`src/rtl/seq_sub_pkg.sv`:
```
// Shared definitions for the sequential subtractor.
// The package holds the FSM state type and the default operand width.
package seq_sub_pkg;

    localparam int SUB_WIDTH = 32;

    typedef enum logic [1:0] {
        IDLE = 2'd0,
        LO   = 2'd1,
        HI   = 2'd2,
        DONE = 2'd3
    } state_t;

endpackage

```
`src/rtl/sub16_slice.sv`:
```
// Combinational subtract slice: d = x + ~y + cin.
// cout is the inverse of the borrow out of this slice.
// Ports:
//   x, y  : slice operands (minuend, subtrahend)
//   cin   : carry in (inverse of the borrow in)
//   d     : slice difference
//   cout  : carry out (inverse of the borrow out)
module sub16_slice #(
    parameter int WIDTH = 16
) (
    input  logic [WIDTH-1:0] x,
    input  logic [WIDTH-1:0] y,
    input  logic             cin,
    output logic [WIDTH-1:0] d,
    output logic             cout
);

    logic [WIDTH:0] sum;

    assign sum  = {1'b0, x} + {1'b0, ~y} + {{WIDTH{1'b0}}, cin};
    assign d    = sum[WIDTH-1:0];
    assign cout = sum[WIDTH];

endmodule

```
`src/rtl/seq_sub32.sv`:
```
// Multi-cycle subtractor: diff = a - b - bin, computed as two half-width
// slices through one shared slice instance (low half, then high half using
// the registered low-half carry). Valid/ready handshake on both sides.
// Ports:
//   clk, reset          : clock, synchronous active-high reset
//   in_valid, in_ready  : operand handshake
//   a, b, bin           : minuend, subtrahend, borrow-in
//   out_valid, out_ready: result handshake
//   diff, borrow, ovf   : result, unsigned borrow-out, signed overflow
//
// state | meaning
// IDLE  | waiting for operands, in_ready=1
// LO    | low half computed and registered this cycle
// HI    | high half, borrow and ovf registered this cycle
// DONE  | result valid and held until out_ready
module seq_sub32
    import seq_sub_pkg::*;
#(
    parameter int WIDTH = SUB_WIDTH
) (
    input  logic             clk,
    input  logic             reset,
    input  logic             in_valid,
    output logic             in_ready,
    input  logic [WIDTH-1:0] a,
    input  logic [WIDTH-1:0] b,
    input  logic             bin,
    output logic             out_valid,
    input  logic             out_ready,
    output logic [WIDTH-1:0] diff,
    output logic             borrow,
    output logic             ovf
);

    localparam int HALF = WIDTH / 2;

    state_t           state;
    state_t           state_next;
    logic             accept;

    logic [WIDTH-1:0] a_q;
    logic [WIDTH-1:0] b_q;
    logic             bin_q;
    logic             carry_q;
    logic [WIDTH-1:0] diff_q;
    logic             borrow_q;
    logic             ovf_q;

    logic [HALF-1:0]  slice_x;
    logic [HALF-1:0]  slice_y;
    logic [HALF-1:0]  slice_d;
    logic             slice_cin;
    logic             slice_cout;

    always_ff @(posedge clk) begin
        if (reset) begin
            state <= IDLE;
        end else begin
            state <= state_next;
        end
    end

    always_comb begin
        state_next = state;
        in_ready   = 1'b0;
        out_valid  = 1'b0;
        case (state)
            IDLE: begin
                in_ready = 1'b1;
                if (in_valid) begin
                    state_next = LO;
                end
            end
            LO:   state_next = HI;
            HI:   state_next = DONE;
            DONE: begin
                out_valid = 1'b1;
                in_ready  = out_ready;
                if (out_ready) begin
                    state_next = in_valid ? LO : IDLE;
                end
            end
            default: state_next = IDLE;
        endcase
    end

    assign accept = in_valid && in_ready;

    // Shared slice: low half in LO (borrow-in inverted into a carry),
    // high half in HI (chained on the registered low carry).
    always_comb begin
        slice_x   = a_q[HALF-1:0];
        slice_y   = b_q[HALF-1:0];
        slice_cin = ~bin_q;
        if (state == HI) begin
            slice_x   = a_q[WIDTH-1:HALF];
            slice_y   = b_q[WIDTH-1:HALF];
            slice_cin = carry_q;
        end
    end

    sub16_slice #(
        .WIDTH(HALF)
    ) u_slice (
        .x    (slice_x),
        .y    (slice_y),
        .cin  (slice_cin),
        .d    (slice_d),
        .cout (slice_cout)
    );

    always_ff @(posedge clk) begin
        if (reset) begin
            a_q      <= '0;
            b_q      <= '0;
            bin_q    <= 1'b0;
            carry_q  <= 1'b0;
            diff_q   <= '0;
            borrow_q <= 1'b0;
            ovf_q    <= 1'b0;
        end else begin
            if (accept) begin
                a_q   <= a;
                b_q   <= b;
                bin_q <= bin;
            end
            if (state == LO) begin
                diff_q[HALF-1:0] <= slice_d;
                carry_q          <= slice_cout;
            end
            if (state == HI) begin
                diff_q[WIDTH-1:HALF] <= slice_d;
                borrow_q             <= ~slice_cout;
                // Overflow only when operand signs differ and the result
                // sign disagrees with the minuend.
                ovf_q <= (a_q[WIDTH-1] != b_q[WIDTH-1]) &&
                         (slice_d[HALF-1] != a_q[WIDTH-1]);
            end
        end
    end

    assign diff   = diff_q;
    assign borrow = borrow_q;
    assign ovf    = ovf_q;

endmodule

```
`config.mk`:
```
export PLATFORM = sky130hd
export DESIGN_NAME = seq_sub32
export DESIGN_NICKNAME = d
export VERILOG_FILES = /design/src/rtl/seq_sub_pkg.sv /design/src/rtl/sub16_slice.sv /design/src/rtl/seq_sub32.sv
export SDC_FILE = /design/constraint.sdc
export NUM_CORES = 1
export LEC_CHECK = 0
export BUFFER_PORTS_ARGS = -buffer_cell sky130_fd_sc_hd__buf_4
export CAP_MARGIN = 15
export CORE_MARGIN = 4
export CORE_UTILIZATION = 25
export CTS_BUF_LIST = sky130_fd_sc_hd__clkbuf_4
export DETAILED_ROUTE_END_ITERATION = 12
export PLACE_DENSITY_LB_ADDON = 0.08
export SYNTH_ARGS = -nofsm -noshare
export SYNTH_HDL_FRONTEND = slang
export SYNTH_SLANG_ARGS = --single-unit
```
`constraint.sdc`:
```
create_clock -name clk -period 7.9 [get_ports clk]
set_input_delay 0.395 -clock clk [delete_from_list [all_inputs] [get_ports clk]]
set_output_delay 0.395 -clock clk [all_outputs]
set_load 0.02 [all_outputs]
```
Yosys cells after proc, flatten, opt, wreduce, memory -nomap -nowiden
Cells that the tools add are included.

$add $sub $neg: 2. Equality and inequality tests: 7. Mux-type cells: 9. Bitwise operators: 3. Reduce and logical (&&, ||, !) cells: 4.

Operators by type and width (count): 2-to-1 mux 16 bit (2); adder 16 x 16 -> 17 bit (1); adder 17 x 1 -> 17 bit (1); NOT 16 bit (1); one-hot mux 2 bit (4 select lines) (1); equality test 2 bit (second input constant) (2); 2-to-1 mux 2 bit (2); inequality test 2 bit (second input constant) (2); 2-to-1 mux 1 bit (3); equality test 2 x 1 -> 1 bit (second input constant) (1); logical AND 1 bit (2); logical NOT 2 bit (1); inequality test 1 bit (2); NOT 1 bit (2); one-hot mux 1 bit (2 select lines) (1); AND reduction 2 bit (1).

Register bits: 102. Output and inout bits: 36. Word-level logic and storage cells: 34.

Depth between registers and ports, before layout
Depth in word-level cells: 7. Mapped depth: 15. Depth with buffers taken out: 14.

Modules after synthesis
A second synthesis with hierarchy kept.

Cell total of the unflattened synthesis: 583. Area, all modules: 5644.2 µm².

By module, submodules not included: seq_sub32 (instances 1, cells an instance 457, area each 4779.6 µm²); sub16_slice (instances 1, cells an instance 126, area each 864.6 µm²).

Least setup slack after synthesis
OpenSTA, ideal clock, no wires.

Path kind: reg-to-reg. Start: register state[0]. End: register diff_q[14] (netlist: diff[14]). Library setup time: 0.129 ns. Data arrival time: 3.457 ns. Required time: 7.771 ns. Slack: 4.314 ns. Cell stages (with the launch flop): 15. Buffers on the path: 2. Period minus slack after synthesis: 3.586 ns. Cells stage by stage: dfxtp_1 inv_1 ha_1 clkbuf_1 clkbuf_1 mux2i_1 fa_1 inv_1 fa_1 a211o_1 a211oi_1 nor3_2 o211ai_1 nor3b_1 o41ai_1.

Longest elaborated chain between the ends: 5. Elaborated cells between the ends (all ways): 8.

RTL lines: start, declared (RTL line seq_sub32.sv:37) `state_t state;`; start signal, assigned (RTL line seq_sub32.sv:59) `state <= state_next;`; equality test 2 bit (RTL line seq_sub32.sv:95) `if (state == HI) begin`; 2-to-1 mux 16 bit (RTL line seq_sub32.sv:95); NOT 16 bit (RTL line sub16_slice.sv:20) `assign sum = {1'b0, x} + {1'b0, ~y} + {{WIDTH{1'b0}}, cin};`; adder 16 x 16 -> 17 bit (RTL line sub16_slice.sv:20); adder 17 x 1 -> 17 bit (RTL line sub16_slice.sv:20); end signal, assigned by index (RTL line seq_sub32.sv:128) `diff_q[HALF-1:0] <= slice_d;`; end signal, assigned by index (RTL line seq_sub32.sv:132) `diff_q[WIDTH-1:HALF] <= slice_d;`; end, declared (RTL line seq_sub32.sv:45) `logic [WIDTH-1:0] diff_q;`.

Several ways; a longest one is shown, not always the timed one. A chain may end at the register's enable or synchronous reset.

Worst setup path in the final report
Ends and elaborated chain as after synthesis.

==> Implementation_results.wiki <==
{| class="wikitable"
! Metric !! Value
|-
| Clock tree from TritonCTS || done
|-
| Post CTS Setup Buffer Count || 0
|-
| Layout cell share with drive strength beyond 1 || between 20 and 25%
|-
| DIE AREA || 21900 sq um
|-
| Placed wire-length estimate || 10500 um
|-
| Number of max-cap violations || 0
|-
| Transition time at the pin with the least slew margin || between 0.9 and 1 ns
|-
| Hold buffers post-CTS || 0
|-
| Pin count of the biggest net entering global routing || 74
|-
| Time the worst path needs with I/O delays and setup || 4.09 ns
|-
| Switching power total || 1350 uW
|-
| Worst path required time || just over 8 ns
|-
| Die Span Y || approximately 150 um
|-
| Clock Sink Count || 102
|-
| Switching Share || between 40% and 50%
|-
| Total global-route track usage || about an eighth
|-
| Max Root-Sink Buffers || 2
|-
| Area share of the largest cell type after synthesis || 41.6%
|-
| Vias in the first global route || about 4400
|-
| Startpoint type of the worst setup path || flip-flop
|-
| Most used DFF post-synth || sky130_fd_sc_hd__dfxtp_1
|-
| Register area share after synthesis || between 40% and 50%
|-
| Clock buffers created by TritonCTS || 9
|-
| Hold Crit Class || in -> reg
|-
| Count of endpoints failing setup in the final report || 0
|-
| Detailed router's first-iteration violation count || about 210
|-
| Total of warnings raised by yosys || 0
|-
| Seq cells post-synth || 102
|-
| Floorplan Core Area || about 19000 sq um
|-
| Largest voltage drop on the vdd net || about 0.12 mV
|-
| IO Port Bufs || between 100 and 150
|-
| Vias per Instance || roughly 4.6
|-
| Share of async-settable or async-resettable flops after synthesis || 0%
|-
| TNS Setup || 0 ns
|-
| Count of filler cells inserted in the layout || roughly 2100
|-
| Later-pin clock latency in the skew report || 0.47 ns
|-
| Count of H-tree levels built during CTS || 3
|-
| Largest driver fanout on the critical path || 32
|-
| GRT Residual Overflow || 0
|-
| Worst Setup End Kind || flip-flop
|-
| Final worst-path cycle share || 51.8%
|-
| Cell at the root of the clock tree || sky130_fd_sc_hd__clkbuf_4
|-
| Setup clock skew after layout || roughly 0.010 ns
|-
| Count of boundary I/O pins || about 110
|-
| Placed cell count || between 900 and 1000
|-
| Clock network fraction of design power || between 10% and 20%
|-
| Syn avg cell area || approximately 8.3 sq um
|-
| Status || complete, no violations
|-
| Leak || 0.00241 uW
|-
| Weighted congestion reported at the end of routability-driven placement || between 0.8 and 0.9
|-
| Number of antenna-violating nets in the routed design || 0
|-
| RSZ-0062 raised after global routing || no
|-
| Overall die width || between 100 and 150 um
|-
| Post-synthesis net count || roughly 700
|-
| CTS-repair resized insts || 0
|-
| Reg clk slew, reported paths || 0.15 ns
|-
| DRC errors left || 0
|-
| Leading area contributor after synthesis || sky130_fd_sc_hd__dfxtp_1
|-
| WS Path Type || reg -> reg
|-
| Hold Vio Cnt, Final || 0
|-
| Area growth syn-to-layout || 23.8%
|-
| Register-to-register setup slack || 3.81 ns
|-
| Initial standard-cell utilization of the core || between 20% and 30%
|-
| Number of standard cells after synthesis || slightly below 600
|-
| Slew HR || around two fifths
|-
| Overall via count from detail_route || around 4300
|-
| Count of distinct cell types in the synthesized netlist || 56
|-
| Reg power frac || 27.2%
|-
| Share of power burned in combinational logic || approximately 62%
|-
| Endpoint arrival time on the critical path || 4.45 ns
|-
| Synthesized cell area || 4910 sq um
|-
| Main area contributors after synthesis || sky130_fd_sc_hd__dfxtp_1 42%, sky130_fd_sc_hd__nand2_1 11%, sky130_fd_sc_hd__a21oi_1 8.1%, sky130_fd_sc_hd__mux2i_1 6.5%, sky130_fd_sc_hd__ha_1 5.1%
|-
| Post-Layout Cell Count || between 900 and 1000
|-
| Count of nets after finishing || 762
|-
| Global-route wire length before repair || 22600 um
|-
| Max Fclk || 244 MHz
|-
| Count of TritonRoute iterations in the first routing pass || 4
|-
| Detail-routed net length per standard cell || approximately 15 um
|-
| Number of pins with negative max-slew slack in the final report || 0
|-
| Antenna violations before repair || 1
|-
| Total internal power || ~1500 uW
|-
| Number of synthesized flops with an enable pin || 0
|-
| Power per unit of standard cell area || about 470 nW/um^2
|-
| Row count || 50
|-
| Total length of routed wires || 14100 um
|}
-- power groups by stage --
stage	clock [uW]	combinational, uW	sequential (uW)
finish	298	1780	777
global route	333	1970	798
CTS	313	1770	780
detailed placement	0	1770	793
global placement	0	1740	791
floorplan	0	1180	846
-- per-stage QoR --
step	utilization (%)	worst slack, ns	power (uW)	area, sq um	hold WS, ns
final	32.0	3.81	2860	6080	0.155
after global routing	32.0	3.54	3100	6080	0.109
after CTS	31.8	3.77	2860	6060	0.103
after detailed placement	31.1	3.80	2560	5910	0.446
after global placement	31.1	3.93	2530	5910	0.443
after floorplan	-	4.31	2030	4910	0.433
-- logic make-up (layout without fill, tap and decap cells) --
family | after synthesis | in the layout | share of synthesized area [%]
simple gates | 220 | 220 | 19.8
other cells | 0 | 1 | 0
flops | 102 | 102 | 41.6
mux | 48 | 48 | 10.2
compound gates | 139 | 139 | 17.3
buf+inv | 52 | 138 | 4.13
fa+ha+maj | 22 | 22 | 5.91
xor+xnor | 6 | 6 | 1.07
-- sequential cells by signal, summed over array words and instances (netlist names) --
signal   flops
state        2
diff        32
bin_q        1
ovf          1
b_q         32
borrow       1
carry_q      1
a_q         32
-- cells in the mapped netlist (2+ instances only) --
cell type and count:
sky130_fd_sc_hd__nor2_1 31, sky130_fd_sc_hd__xor2_1 2, sky130_fd_sc_hd__a21oi_1 79, sky130_fd_sc_hd__nand2_1 141, sky130_fd_sc_hd__and3_1 4, sky130_fd_sc_hd__ha_1 20, sky130_fd_sc_hd__inv_1 14, sky130_fd_sc_hd__a211oi_1 9
sky130_fd_sc_hd__nor4bb_1 2, sky130_fd_sc_hd__o21a_1 3, sky130_fd_sc_hd__dfxtp_1 102, sky130_fd_sc_hd__o211ai_1 2, sky130_fd_sc_hd__or4b_1 2, sky130_fd_sc_hd__nor2b_1 3, sky130_fd_sc_hd__o21ai_0 7, sky130_fd_sc_hd__nand2b_1 8
sky130_fd_sc_hd__a311oi_1 2, sky130_fd_sc_hd__a211o_1 2, sky130_fd_sc_hd__nand4_1 2, sky130_fd_sc_hd__a31oi_1 4, sky130_fd_sc_hd__mux2i_1 32, sky130_fd_sc_hd__or4b_2 2, sky130_fd_sc_hd__clkbuf_1 24, sky130_fd_sc_hd__o21ai_1 2
sky130_fd_sc_hd__buf_1 13, sky130_fd_sc_hd__nor3_1 4, sky130_fd_sc_hd__nand3_1 8, sky130_fd_sc_hd__a21boi_0 3, sky130_fd_sc_hd__o311ai_0 2, sky130_fd_sc_hd__a21o_1 5, sky130_fd_sc_hd__xnor2_1 4, sky130_fd_sc_hd__o22ai_1 6
sky130_fd_sc_hd__a211oi_2 2, sky130_fd_sc_hd__nor3b_1 4, sky130_fd_sc_hd__mux2_2 16, sky130_fd_sc_hd__o41ai_1 2, sky130_fd_sc_hd__fa_1 2
-- critical path: stages, from the launching register on --
cell	delay (ns)
sky130_fd_sc_hd__dfxtp_1	0.35
sky130_fd_sc_hd__inv_1	0.16
sky130_fd_sc_hd__ha_2	0.82
sky130_fd_sc_hd__mux2i_1	0.35
sky130_fd_sc_hd__fa_1	0.23
sky130_fd_sc_hd__inv_1	0.05
sky130_fd_sc_hd__fa_1	0.42
sky130_fd_sc_hd__a211o_1	0.33
sky130_fd_sc_hd__a211oi_1	0.43
sky130_fd_sc_hd__nor3_2	0.13
sky130_fd_sc_hd__o211ai_1	0.20
sky130_fd_sc_hd__nor3b_1	0.34
sky130_fd_sc_hd__o41ai_1	0.13
-- layer usage --
| layer | wire (um) | global-route usage [%] | share of wire (%) |
|---|---|---|---|
| met2 | 5960 | 19.0 | 42 |
| met5 | 0 | 0 | 0 |
| met3 | 737 | 3.32 | 5.2 |
| met4 | 246 | 4.34 | 1.7 |
| met1 | 7120 | 18.3 | 51 |
-- final cells by class --
type	instances	area (sq um)	share of cell area, %
clock buffers	10	75.1	1.23
inverters	14	52.6	0.864
repair buffers	109	831	13.7
well taps	260	325	5.35
multi-input cells	435	2680	44.0
flip-flops and latches	102	2040	33.6
diodes	1	2.50	0.0412
clock inverters	5	75.1	1.23
-- path summary, 6_finish.rpt --
| check | start | end | depth (start not counted) |
|---|---|---|---|
| setup reg to reg | state[0] | diff[14] | 12 |
| hold / removal | b[5] | b_q[5] | 3 |
| setup / recovery | state[0] | diff[14] | 12 |
| hold reg to reg | b_q[16] | b_q[16] | 2 |
-- layout by cell type (no fill, tap or decap), types with 3 or more instances in the layout --
master | synthesis | layout
sky130_fd_sc_hd__a21oi_1 | 79 | 79
sky130_fd_sc_hd__a21boi_0 | 3 | 3
sky130_fd_sc_hd__nor2_1 | 31 | 31
sky130_fd_sc_hd__mux2_2 | 16 | 16
sky130_fd_sc_hd__a31oi_1 | 4 | 4
sky130_fd_sc_hd__nor3_1 | 4 | 3
sky130_fd_sc_hd__nand2_1 | 141 | 140
sky130_fd_sc_hd__a21o_1 | 5 | 5
sky130_fd_sc_hd__nor3b_1 | 4 | 4
sky130_fd_sc_hd__and3_1 | 4 | 4
sky130_fd_sc_hd__o21a_1 | 3 | 3
sky130_fd_sc_hd__xnor2_1 | 4 | 4
sky130_fd_sc_hd__nor2b_1 | 3 | 3
sky130_fd_sc_hd__ha_1 | 20 | 19
sky130_fd_sc_hd__inv_1 | 14 | 14
sky130_fd_sc_hd__o22ai_1 | 6 | 6
sky130_fd_sc_hd__o21ai_0 | 7 | 7
sky130_fd_sc_hd__dfxtp_1 | 102 | 102
sky130_fd_sc_hd__clkbuf_4 | 0 | 10
sky130_fd_sc_hd__mux2i_1 | 32 | 32
sky130_fd_sc_hd__buf_4 | 0 | 108
sky130_fd_sc_hd__a211oi_1 | 9 | 9
sky130_fd_sc_hd__nand3_1 | 8 | 8
sky130_fd_sc_hd__nand2b_1 | 8 | 8
Power figures use the tool's default switching activity.
